## config.mk

```make
export PLATFORM = sky130hd
export DESIGN_NAME = video_crop_window
export DESIGN_NICKNAME = d
export VERILOG_FILES = /design/src/rtl/video_crop_window.sv
export SDC_FILE = /design/constraint.sdc
export NUM_CORES = 1
export LEC_CHECK = 0
export ABC_AREA = 1
export BUFFER_PORTS_ARGS = -buffer_cell sky130_fd_sc_hd__buf_2
export CAP_MARGIN = 20
export CORE_UTILIZATION = 40
export DETAILED_ROUTE_END_ITERATION = 12
export PLACE_DENSITY = 0.59
export SLEW_MARGIN = 40
export SYNTH_ARGS = -nofsm -noshare
export SYNTH_HDL_FRONTEND = slang
export SYNTH_SLANG_ARGS = --single-unit
```

## constraint.sdc

```tcl
create_clock -name I_pxl_clk -period 1.8 [get_ports I_pxl_clk]
set_clock_uncertainty 0.15 [all_clocks]
set_input_delay 0.36 -clock I_pxl_clk [delete_from_list [all_inputs] [get_ports I_pxl_clk]]
set_output_delay 0.36 -clock I_pxl_clk [all_outputs]
set_load 0.005 [all_outputs]
```

## src/rtl/video_crop_window.sv

```systemverilog
// video_crop_window
//   Crops a fixed H_OUT x V_OUT window, starting at (H_START, V_START), out of
//   a camera pixel stream and forwards it with a fixed two-cycle latency.
//   Frames are only forwarded once a complete vsync low pulse has been seen,
//   so a partial frame after reset never reaches the frame buffer.
//
// Ports
//   I_pxl_clk   : pixel clock, all logic on its rising edge
//   I_rst       : synchronous active-high reset
//   I_vs_n      : camera vsync, low = sync
//   I_de        : input pixel valid
//   I_data      : input pixel
//   O_vs_n      : I_vs_n delayed two cycles
//   O_de        : cropped pixel valid (two cycles after the input pixel)
//   O_data      : cropped pixel, holds its last value while O_de = 0
//   O_frame_cnt : number of completed vsync pulses, wraps at 16 bits
//   O_line_len  : pixel count of the last finished input line
//   O_short_err : sticky flag, a line inside the window ended too early
module video_crop_window #(
  parameter int unsigned DATA_W  = 16,
  parameter int unsigned H_START = 0,
  parameter int unsigned V_START = 0,
  parameter int unsigned H_OUT   = 1280,
  parameter int unsigned V_OUT   = 720
) (
  input  logic              I_pxl_clk,
  input  logic              I_rst,
  input  logic              I_vs_n,
  input  logic              I_de,
  input  logic [DATA_W-1:0] I_data,
  output logic              O_vs_n,
  output logic              O_de,
  output logic [DATA_W-1:0] O_data,
  output logic [15:0]       O_frame_cnt,
  output logic [11:0]       O_line_len,
  output logic              O_short_err
);

  localparam logic [11:0] H_LO  = 12'(H_START);
  localparam logic [11:0] H_LEN = 12'(H_OUT);
  localparam logic [11:0] H_HI  = 12'(H_START + H_OUT);
  localparam logic [11:0] V_LO  = 12'(V_START);
  localparam logic [11:0] V_LEN = 12'(V_OUT);

  typedef enum logic [1:0] {
    WAIT_VS,
    IN_VS,
    ACTIVE
  } state_t;

  state_t              state_q, state_d;
  logic [11:0]         x_q, x_d;
  logic [11:0]         y_q, y_d;
  logic [15:0]         frame_cnt_q, frame_cnt_d;
  logic [11:0]         line_len_q, line_len_d;
  logic                short_err_q, short_err_d;
  logic                vs_q, de_q;
  logic                keep_d, keep_q;
  logic [DATA_W-1:0]   data_q;

  logic                vs_fall, vs_rise, de_fall;
  logic [11:0]         dx, dy;
  logic                in_h, in_v;

  assign vs_fall = vs_q & ~I_vs_n;
  assign vs_rise = ~vs_q & I_vs_n;
  assign de_fall = de_q & ~I_de;

  // Offset compare: when x < start the 12-bit difference wraps above any
  // supported window length, so one unsigned compare covers both bounds.
  assign dx   = x_q - H_LO;
  assign dy   = y_q - V_LO;
  assign in_h = dx < H_LEN;
  assign in_v = dy < V_LEN;

  always_comb begin
    state_d     = state_q;
    x_d         = x_q;
    y_d         = y_q;
    frame_cnt_d = frame_cnt_q;
    line_len_d  = line_len_q;
    short_err_d = short_err_q;
    keep_d      = 1'b0;
    unique case (state_q)
      WAIT_VS: begin
        if (vs_fall) begin
          state_d     = IN_VS;
          short_err_d = 1'b0;
        end
      end
      IN_VS: begin
        if (vs_rise) begin
          state_d     = ACTIVE;
          x_d         = '0;
          y_d         = '0;
          frame_cnt_d = frame_cnt_q + 16'd1;
        end
      end
      ACTIVE: begin
        // vsync wins over pixel/line-end handling: a line cut by vsync is
        // dropped without updating the line length or error flag.
        if (vs_fall) begin
          state_d     = IN_VS;
          short_err_d = 1'b0;
        end else if (I_de) begin
          keep_d = in_h & in_v;
          if (x_q != '1) x_d = x_q + 12'd1;
        end else if (de_fall) begin
          line_len_d = x_q;
          x_d        = '0;
          if (y_q != '1) y_d = y_q + 12'd1;
          if (in_v && (x_q < H_HI)) short_err_d = 1'b1;
        end
      end
      default: state_d = WAIT_VS;
    endcase
  end

  always_ff @(posedge I_pxl_clk) begin
    if (I_rst) begin
      state_q     <= WAIT_VS;
      x_q         <= '0;
      y_q         <= '0;
      frame_cnt_q <= '0;
      line_len_q  <= '0;
      short_err_q <= 1'b0;
      vs_q        <= 1'b1;
      de_q        <= 1'b0;
      keep_q      <= 1'b0;
      data_q      <= '0;
      O_de        <= 1'b0;
      O_data      <= '0;
      O_vs_n      <= 1'b1;
    end else begin
      state_q     <= state_d;
      x_q         <= x_d;
      y_q         <= y_d;
      frame_cnt_q <= frame_cnt_d;
      line_len_q  <= line_len_d;
      short_err_q <= short_err_d;
      vs_q        <= I_vs_n;
      de_q        <= I_de;
      keep_q      <= keep_d;
      if (keep_d) data_q <= I_data;
      O_de        <= keep_q;
      if (keep_q) O_data <= data_q;
      O_vs_n      <= vs_q;
    end
  end

  assign O_frame_cnt = frame_cnt_q;
  assign O_line_len  = line_len_q;
  assign O_short_err = short_err_q;

endmodule

```

==> results of run 1 <==
Yosys cell counts (3+ instances only):
master / n
sky130_fd_sc_hd__inv_2: 3
sky130_fd_sc_hd__buf_6: 3
sky130_fd_sc_hd__nand3_1: 33
sky130_fd_sc_hd__or2_2: 3
sky130_fd_sc_hd__a21oi_1: 59
sky130_fd_sc_hd__nand2_1: 153
sky130_fd_sc_hd__clkbuf_1: 16
sky130_fd_sc_hd__xor2_1: 4
sky130_fd_sc_hd__dfxtp_1: 92
sky130_fd_sc_hd__o21bai_1: 4
sky130_fd_sc_hd__buf_2: 4
sky130_fd_sc_hd__clkinv_1: 3
sky130_fd_sc_hd__nand4_1: 26
sky130_fd_sc_hd__inv_1: 100
sky130_fd_sc_hd__nor3_1: 9
sky130_fd_sc_hd__o21ai_0: 40
sky130_fd_sc_hd__ha_1: 3
sky130_fd_sc_hd__nor2_1: 80
per-layer routing:
layer	part of all wire [%]	GRT usage, %	up-vias
met5	0	0	-
met4	1.6	7.143	0
met3	4.2	4.559	15
met2	46	31.98	93
met1	48	23.52	1938
li1	-	-	2254
final timing paths:
check	from	end	slack, ps
max	x_q[0]	x_q[5]	60
min	I_vs_n	vs_q	90
max reg2reg	x_q[0]	x_q[5]	60
min reg2reg	vs_q	O_vs_n	300
per-stage QoR:
| stage | util (%) | cells | cell area, µm² | setup slack (ps) |
|---|---|---|---|---|
| after floorplan | - | 654 | 4377 | 85.99 |
| after global placement | 47.76 | 862 | 4997 | -62.72 |
| after detailed placement | 47.76 | 862 | 4997 | -110.0 |
| after CTS | 50.02 | 878 | 5234 | -21.18 |
| after global routing | 51.41 | 884 | 5379 | -45.64 |
| final | 51.41 | 884 | 5379 | 63.93 |
flip-flops by register name, summed over array words and instances, names as in the netlist, 2 cells and up:
| name | cells |
|---|---|
| O_line_len | 12 |
| x_q | 12 |
| y_q | 12 |
| data_q | 16 |
| O_frame_cnt | 16 |
| state_q | 2 |
| O_data | 16 |
power by group through the flow:
stage	clock network, W	registers, W	logic, W
floorplan	0	0.00213	0.000170
detailed placement	0	0.00213	0.000266
finish	0.00161	0.00208	0.000293
global route	0.00174	0.00209	0.000332
global placement	0	0.00213	0.000263
CTS	0.00165	0.00208	0.000270
layout make-up:
class	count	area (µm²)
Timing Repair Buffer	102	638.1
Clock buffer	9	123.9
Sequential cell	92	1849
Tap cell	136	170.2
Inverter	106	404.1
Multi-Input combinational cell	432	2087
Fill cell	1091	5084
Clock inverter	7	106.4
what timing repair did:
item                                    CTS  global route
gates cloned                              0             1
setup buffers                             0             5
hold buffers                              0             0
pin swaps                                 0             7
endpoints found under the setup margin   15            27
gates resized for setup                   3            25
cells by family after synthesis:
family	synth area share [%]
adder cells (fa/ha/maj)	0.8577
buffers and inverters	11.78
XOR/XNOR	0.8004
AND/OR/NAND/NOR	31.59
flip-flops	42.08
AO/OA/AOI/OAI	12.89
==> flow_results.xml, run 1 <==
<?xml version="1.0" encoding="UTF-8"?>
<metrics>
  <group name="cells_and_area">
    <metric name="leading_cell_types_in_the_layout_fill_and_taps_excluded" unit="">150 x sky130_fd_sc_hd__nand2_1, 99 x sky130_fd_sc_hd__inv_1, 88 x sky130_fd_sc_hd__dfxtp_1</metric>
    <metric name="areaGrowthSynthToFinish" unit="%">22.90</metric>
    <metric name="ratio_of_cells_with_drive_above_1_in_the_final_layout" unit="%">20.05</metric>
    <metric name="mostFrequentLayoutCell" unit="">sky130_fd_sc_hd__nand2_1</metric>
    <metric name="antenna_cells_inserted" unit="">0</metric>
    <metric name="fin_nets" unit="">766</metric>
  </group>
  <group name="timing">
    <metric name="report.final.setup_viol" unit="">0</metric>
    <metric name="timing.hold.ws" unit="ps">90.96</metric>
    <metric name="finalMaxSlewViolations" unit="">0</metric>
    <metric name="max_freq" unit="GHz">0.5760</metric>
    <metric name="worst_pin_slew" unit="ps">375.5</metric>
    <metric name="final.setup.tns" unit="ps">0</metric>
    <metric name="unrepaired_setup_endpoints_after_global_routing" unit="">yes</metric>
    <metric name="max_slew_margin" unit="%">74.80</metric>
    <metric name="final_hold_viol_count" unit="">0</metric>
    <metric name="finalCritPeriodShare" unit="%">96.45</metric>
    <metric name="final_period_minus_worst_setup_slack" unit="ps">1736</metric>
  </group>
  <group name="setup_path">
    <metric name="crit_type" unit="">register to register</metric>
    <metric name="crit_path_max_incr_delay" unit="ps">390</metric>
    <metric name="setup.worst_path.end_class" unit="">register</metric>
    <metric name="worstPathMaxFanout" unit="">8</metric>
    <metric name="crit_required" unit="ps">1960</metric>
    <metric name="critical_path_buf_inv_count" unit="">1</metric>
    <metric name="worst-path-stages" unit="">11</metric>
    <metric name="crit_arrival" unit="ps">1890</metric>
    <metric name="critical-path-top-delay-family" unit="">simple AND/OR/NAND/NOR gates</metric>
    <metric name="cp_max_delay_cell" unit="">sky130_fd_sc_hd__dfxtp_4</metric>
    <metric name="critical_path.cell_chain" unit="">ha_4 -&gt; nand2_2 -&gt; nor2_2 -&gt; nand3_1 -&gt; nand2_1 -&gt; nand2_4 -&gt; nand2_4 -&gt; clkinvlp_4 -&gt; nand2_1 -&gt; nand2_1 -&gt; nor2_1</metric>
    <metric name="ff2ff_path_depth" unit="">11</metric>
    <metric name="cp_common_cell" unit="">sky130_fd_sc_hd__nand2_1</metric>
    <metric name="crit_path_start_kind" unit="">register</metric>
  </group>
  <group name="die">
    <metric name="start_util" unit="%">41.83</metric>
    <metric name="fp-row-count" unit="">37</metric>
    <metric name="top_level_i_o_count" unit="">67</metric>
    <metric name="die_height" unit="µm">106.6</metric>
    <metric name="core_area" unit="µm²">10460</metric>
    <metric name="die_x" unit="µm">106.6</metric>
    <metric name="dieArea" unit="µm²">11360</metric>
  </group>
  <group name="clocking">
    <metric name="cts_tree" unit="">built</metric>
    <metric name="clock_tree.root_cell" unit="">sky130_fd_sc_hd__clkbuf_8</metric>
    <metric name="clk-insertion-delay-late" unit="ps">370</metric>
    <metric name="ctsHtreeMaxLevel" unit="">3</metric>
    <metric name="clock_tree.buffer_depth" unit="">2</metric>
    <metric name="tritoncts.num_buffers" unit="">9</metric>
    <metric name="clk_transition_reported_paths" unit="ps">90</metric>
    <metric name="cts_num_sinks" unit="">92</metric>
  </group>
  <group name="drt">
    <metric name="route.final.wire_length" unit="µm">10380</metric>
    <metric name="route.detailed.vias_per_inst" unit="">4.864</metric>
    <metric name="drt_pass1_iterations" unit="">4</metric>
    <metric name="route.vias.total" unit="">4300</metric>
    <metric name="route.detailed.wl_per_inst" unit="µm">11.74</metric>
    <metric name="post-route-drc-count" unit="">0</metric>
    <metric name="drt_first_iter_violations" unit="">157</metric>
    <metric name="ant_nets" unit="">0</metric>
  </group>
  <group name="outcome">
    <metric name="outcome" unit="">complete, no violations</metric>
  </group>
  <group name="synth">
    <metric name="post_syn_area" unit="µm²">4377</metric>
    <metric name="synth.area.top_cells" unit="">sky130_fd_sc_hd__dfxtp_1 42%, sky130_fd_sc_hd__nand2_1 13%, sky130_fd_sc_hd__inv_1 8.6%</metric>
    <metric name="async_flop_share" unit="%">0</metric>
    <metric name="syn_avg_cell_area" unit="µm²">6.692</metric>
    <metric name="number_of_flops_mapped_to_enable_cells_by_yosys" unit="">0</metric>
    <metric name="synth_ff_type" unit="">sky130_fd_sc_hd__dfxtp_1</metric>
    <metric name="synth_top_cell_by_area" unit="">sky130_fd_sc_hd__dfxtp_1</metric>
    <metric name="syn_nets" unit="">677</metric>
    <metric name="synthesis_warnings" unit="">0</metric>
    <metric name="ys_seq_elements" unit="">92</metric>
    <metric name="synth_seq_area_share" unit="%">42.08</metric>
    <metric name="synth.distinct_cells" unit="">32</metric>
    <metric name="synth_top_area_share" unit="%">42.08</metric>
    <metric name="netlist_instances" unit="">654</metric>
  </group>
  <group name="power_and_ir_drop">
    <metric name="report.power.total" unit="W">0.003982</metric>
    <metric name="power.share.sequential" unit="%">52.3</metric>
    <metric name="power_density_of_the_placed_cells" unit="nW/µm²">740.4</metric>
    <metric name="ir_drop" unit="mV">0.3943</metric>
    <metric name="combinational_power_share" unit="%">7.4</metric>
    <metric name="power.leakage" unit="nW">2.354</metric>
    <metric name="power.share.switching" unit="%">25.06</metric>
    <metric name="internal_pwr_total" unit="W">0.002984</metric>
    <metric name="net-switching-power" unit="W">0.0009978</metric>
    <metric name="power.share.clock" unit="%">40.3</metric>
  </group>
  <group name="placed_design">
    <metric name="place_hpwl" unit="µm">7208</metric>
    <metric name="gp_congestion" unit="">0.8438</metric>
    <metric name="numPortBuffers" unit="">66</metric>
  </group>
  <group name="global_routing">
    <metric name="overall_overflow_remaining_after_global_route" unit="">0</metric>
    <metric name="pin_count_of_the_biggest_net_entering_global_routing" unit="">46</metric>
    <metric name="wire_length_of_the_first_global_routing_pass" unit="µm">17530</metric>
    <metric name="first_global_vias" unit="">3941</metric>
    <metric name="gr-usage-all-layers" unit="%">19.03</metric>
    <metric name="grt_antenna_before_repair" unit="">0</metric>
  </group>
  <group name="min_path">
    <metric name="min_path_cells" unit="">2</metric>
    <metric name="hold_class" unit="">input port to register</metric>
  </group>
  <group name="run">
    <metric name="max-cap-violations" unit="">0</metric>
  </group>
</metrics>
No activity file was read; power rests on OpenSTA's default activity.
==> run 2: changes to the inputs <==
--- a/config.mk
+++ b/config.mk
@@ -11,6 +11,7 @@
 export CORE_UTILIZATION = 40
 export DETAILED_ROUTE_END_ITERATION = 12
 export PLACE_DENSITY = 0.59
+export SETUP_SLACK_MARGIN = 0.5
 export SLEW_MARGIN = 40
 export SYNTH_ARGS = -nofsm -noshare
 export SYNTH_HDL_FRONTEND = slang
==> run 2 against run 1 <==
Net effect:
- worst setup slack improved by 110 ps
- critical path depth fell by 1
- count of clock-buffer cells in the layout did not move
- global-route usage rose by 1.8 points
- non-clock buffer count rose by 58
- first-iteration DRC count rose by 21%
- die area did not move
- total power fell by 2.0%
- hold slack improved by 77 ps
- combinational power rose by 56%
- clock power fell by 15%
- largest cell class unchanged
- highest routed layer unchanged
==> flow_results.xml, run 2 (synthesized netlist as in run 1, its figures left out) <==
<?xml version="1.0" encoding="UTF-8"?>
<metrics>
  <group name="outcome">
    <metric name="outcome" unit="">complete, no violations</metric>
  </group>
  <group name="global_routing">
    <metric name="wire_length_of_the_first_global_routing_pass" unit="µm">19350</metric>
    <metric name="overall_overflow_remaining_after_global_route" unit="">0</metric>
    <metric name="gr-usage-all-layers" unit="%">20.82</metric>
    <metric name="grt_antenna_before_repair" unit="">0</metric>
    <metric name="pin_count_of_the_biggest_net_entering_global_routing" unit="">46</metric>
    <metric name="first_global_vias" unit="">4246</metric>
  </group>
  <group name="cells_and_area">
    <metric name="finalCoreUtilization" unit="%">63.19</metric>
    <metric name="areaGrowthSynthToFinish" unit="%">51.06</metric>
    <metric name="mostFrequentLayoutCell" unit="">sky130_fd_sc_hd__nand2_1</metric>
    <metric name="ratio_of_cells_with_drive_above_1_in_the_final_layout" unit="%">42.66</metric>
    <metric name="final_standard_cell_area_without_fillers" unit="µm²">6611</metric>
    <metric name="filler_cell_count" unit="">933</metric>
    <metric name="antenna_cells_inserted" unit="">0</metric>
    <metric name="fin_nets" unit="">829</metric>
    <metric name="leading_cell_types_in_the_layout_fill_and_taps_excluded" unit="">130 x sky130_fd_sc_hd__nand2_1, 95 x sky130_fd_sc_hd__inv_1, 68 x sky130_fd_sc_hd__buf_4</metric>
  </group>
  <group name="timing">
    <metric name="finalMaxSlewViolations" unit="">0</metric>
    <metric name="report.final.setup_viol" unit="">0</metric>
    <metric name="worst_pin_slew" unit="ps">373.7</metric>
    <metric name="unrepaired_setup_endpoints_after_global_routing" unit="">yes</metric>
    <metric name="finalCritPeriodShare" unit="%">90.41</metric>
    <metric name="timing.hold.ws" unit="ps">167.7</metric>
    <metric name="max_freq" unit="GHz">0.6145</metric>
    <metric name="final_hold_viol_count" unit="">0</metric>
    <metric name="max_slew_margin" unit="%">75.08</metric>
    <metric name="final_period_minus_worst_setup_slack" unit="ps">1627</metric>
  </group>
  <group name="setup_path">
    <metric name="worstPathMaxFanout" unit="">7</metric>
    <metric name="crit_type" unit="">register to register</metric>
    <metric name="crit_arrival" unit="ps">1740</metric>
    <metric name="crit_path_start_kind" unit="">register</metric>
    <metric name="cp_max_delay_cell" unit="">sky130_fd_sc_hd__dfxtp_2</metric>
    <metric name="setup.worst_path.end_class" unit="">register</metric>
    <metric name="critical-path-top-delay-family" unit="">simple AND/OR/NAND/NOR gates</metric>
    <metric name="crit_path_max_incr_delay" unit="ps">350</metric>
    <metric name="crit_required" unit="ps">1910</metric>
    <metric name="critical_path_buf_inv_count" unit="">3</metric>
    <metric name="critical_path.cell_chain" unit="">inv_4 -&gt; nor2_4 -&gt; inv_4 -&gt; nor2_4 -&gt; nand2_2 -&gt; nand2_4 -&gt; nand2_8 -&gt; buf_6 -&gt; o21ai_2 -&gt; nor2_1</metric>
  </group>
  <group name="placed_design">
    <metric name="gp_congestion" unit="">0.8379</metric>
    <metric name="numPortBuffers" unit="">66</metric>
    <metric name="dpl_cell_area" unit="µm²">5145</metric>
    <metric name="place_hpwl" unit="µm">7280</metric>
  </group>
  <group name="drt">
    <metric name="ant_nets" unit="">0</metric>
    <metric name="drt_first_iter_violations" unit="">190</metric>
    <metric name="route.detailed.vias_per_inst" unit="">4.964</metric>
    <metric name="drt_pass1_iterations" unit="">5</metric>
    <metric name="route.vias.total" unit="">4701</metric>
    <metric name="post-route-drc-count" unit="">0</metric>
    <metric name="route.detailed.wl_per_inst" unit="µm">13.29</metric>
    <metric name="route.final.wire_length" unit="µm">12580</metric>
  </group>
  <group name="clocking">
    <metric name="cts_tree" unit="">built</metric>
    <metric name="tritoncts.num_buffers" unit="">9</metric>
    <metric name="cts_num_sinks" unit="">92</metric>
    <metric name="clk_transition_reported_paths" unit="ps">110</metric>
    <metric name="ctsHtreeMaxLevel" unit="">3</metric>
    <metric name="clock_tree.buffer_depth" unit="">2</metric>
    <metric name="clk-insertion-delay-late" unit="ps">360</metric>
    <metric name="number_of_hold_repair_buffers_added_at_the_cts_stage" unit="">0</metric>
    <metric name="clock_tree.root_cell" unit="">sky130_fd_sc_hd__clkbuf_8</metric>
  </group>
  <group name="min_path">
    <metric name="hold_class" unit="">input port to register</metric>
  </group>
  <group name="die">
    <metric name="die_height" unit="µm">106.6</metric>
    <metric name="die_x" unit="µm">106.6</metric>
    <metric name="dieArea" unit="µm²">11360</metric>
    <metric name="start_util" unit="%">41.83</metric>
    <metric name="top_level_i_o_count" unit="">67</metric>
    <metric name="fp-row-count" unit="">37</metric>
    <metric name="core_area" unit="µm²">10460</metric>
  </group>
  <group name="power_and_ir_drop">
    <metric name="ir_drop" unit="mV">0.3128</metric>
    <metric name="power.leakage" unit="nW">2.855</metric>
    <metric name="power_density_of_the_placed_cells" unit="nW/µm²">590.5</metric>
  </group>
  <group name="run">
    <metric name="max-cap-violations" unit="">0</metric>
  </group>
</metrics>
[run 2: changes by cell type in the layout (fill, tap and decap cells not counted), moves of 14 or more]
| cell | change |
|---|---|
| sky130_fd_sc_hd__buf_6 | +29 |
| sky130_fd_sc_hd__buf_2 | -15 |
| sky130_fd_sc_hd__nand2_1 | -20 |
| sky130_fd_sc_hd__dfxtp_2 | +49 |
| sky130_fd_sc_hd__buf_4 | +35 |
| sky130_fd_sc_hd__dfxtp_1 | -60 |
| sky130_fd_sc_hd__a21oi_1 | -14 |
[run 2: per-stage QoR]
| stage | setup slack [ps] | TNS, ps | std cells | power [W] |
|---|---|---|---|---|
| after floorplan | 260.4 | 0 | 654 | 0.002316 |
| after global placement | 40.95 | 0 | 859 | 0.002405 |
| after detailed placement | -3.770 | -3.770 | 859 | 0.002410 |
| after CTS | 215.2 | 0 | 919 | 0.003852 |
| after global routing | 86.25 | 0 | 947 | 0.004056 |
| final | 172.6 | 0 | 947 | 0.003904 |
[run 2: path summary, 6_finish.rpt]
path / startpoint / endpoint / slack, ps / cells past startpoint
setup / recovery: state_q[1] / y_q[6] / 170 / 10
hold / removal: I_data[9] / data_q[9] / 170 / 5
setup reg to reg: state_q[1] / y_q[6] / 170 / 10
hold reg to reg: data_q[11] / O_data[11] / 300 / 2
[run 2: layout make-up]
class | instances | area [µm²] | area share [%]
Sequential cell | 92 | 1952 | 29.52
Timing Repair inverter | 1 | 11.26 | 0.1703
Clock buffer | 9 | 123.9 | 1.874
Clock inverter | 7 | 63.81 | 0.9652
Multi-Input combinational cell | 436 | 2534 | 38.32
Inverter | 106 | 414.1 | 6.264
Tap cell | 136 | 170.2 | 2.574
Timing Repair Buffer | 160 | 1343 | 20.31
[run 2: per-layer routing]
metal	vias up	GRT usage [%]	part of all wire (%)
li1	2386	-	-
met1	2184	26.76	44
met2	115	35.71	52
met3	16	3.040	3.5
met4	0	6.751	1.1
met5	-	0	0
[run 2: tightest hold or removal path: cells and delay by family]
family,cells,cell delay (ps)
and+or+nand+nor,3,190
buffers and inverters,2,100
[run 2: timing repair]
item / 4_1_cts / 5_1_grt
cloned: 4 / 4
resized for setup: 116 / 88
buffers inserted: 40 / 24
setup endpoints to repair: 115 / 118
pin swaps: 28 / 56
[run 2: power breakdown]
group / switching, W / internal, W / total, W
Combinational: 0.000248 / 0.000210 / 0.000458
Sequential: 0.0000305 / 0.00205 / 0.00208
Clock: 0.000833 / 0.000535 / 0.00137
Total: 0.00111 / 0.00279 / 0.00390
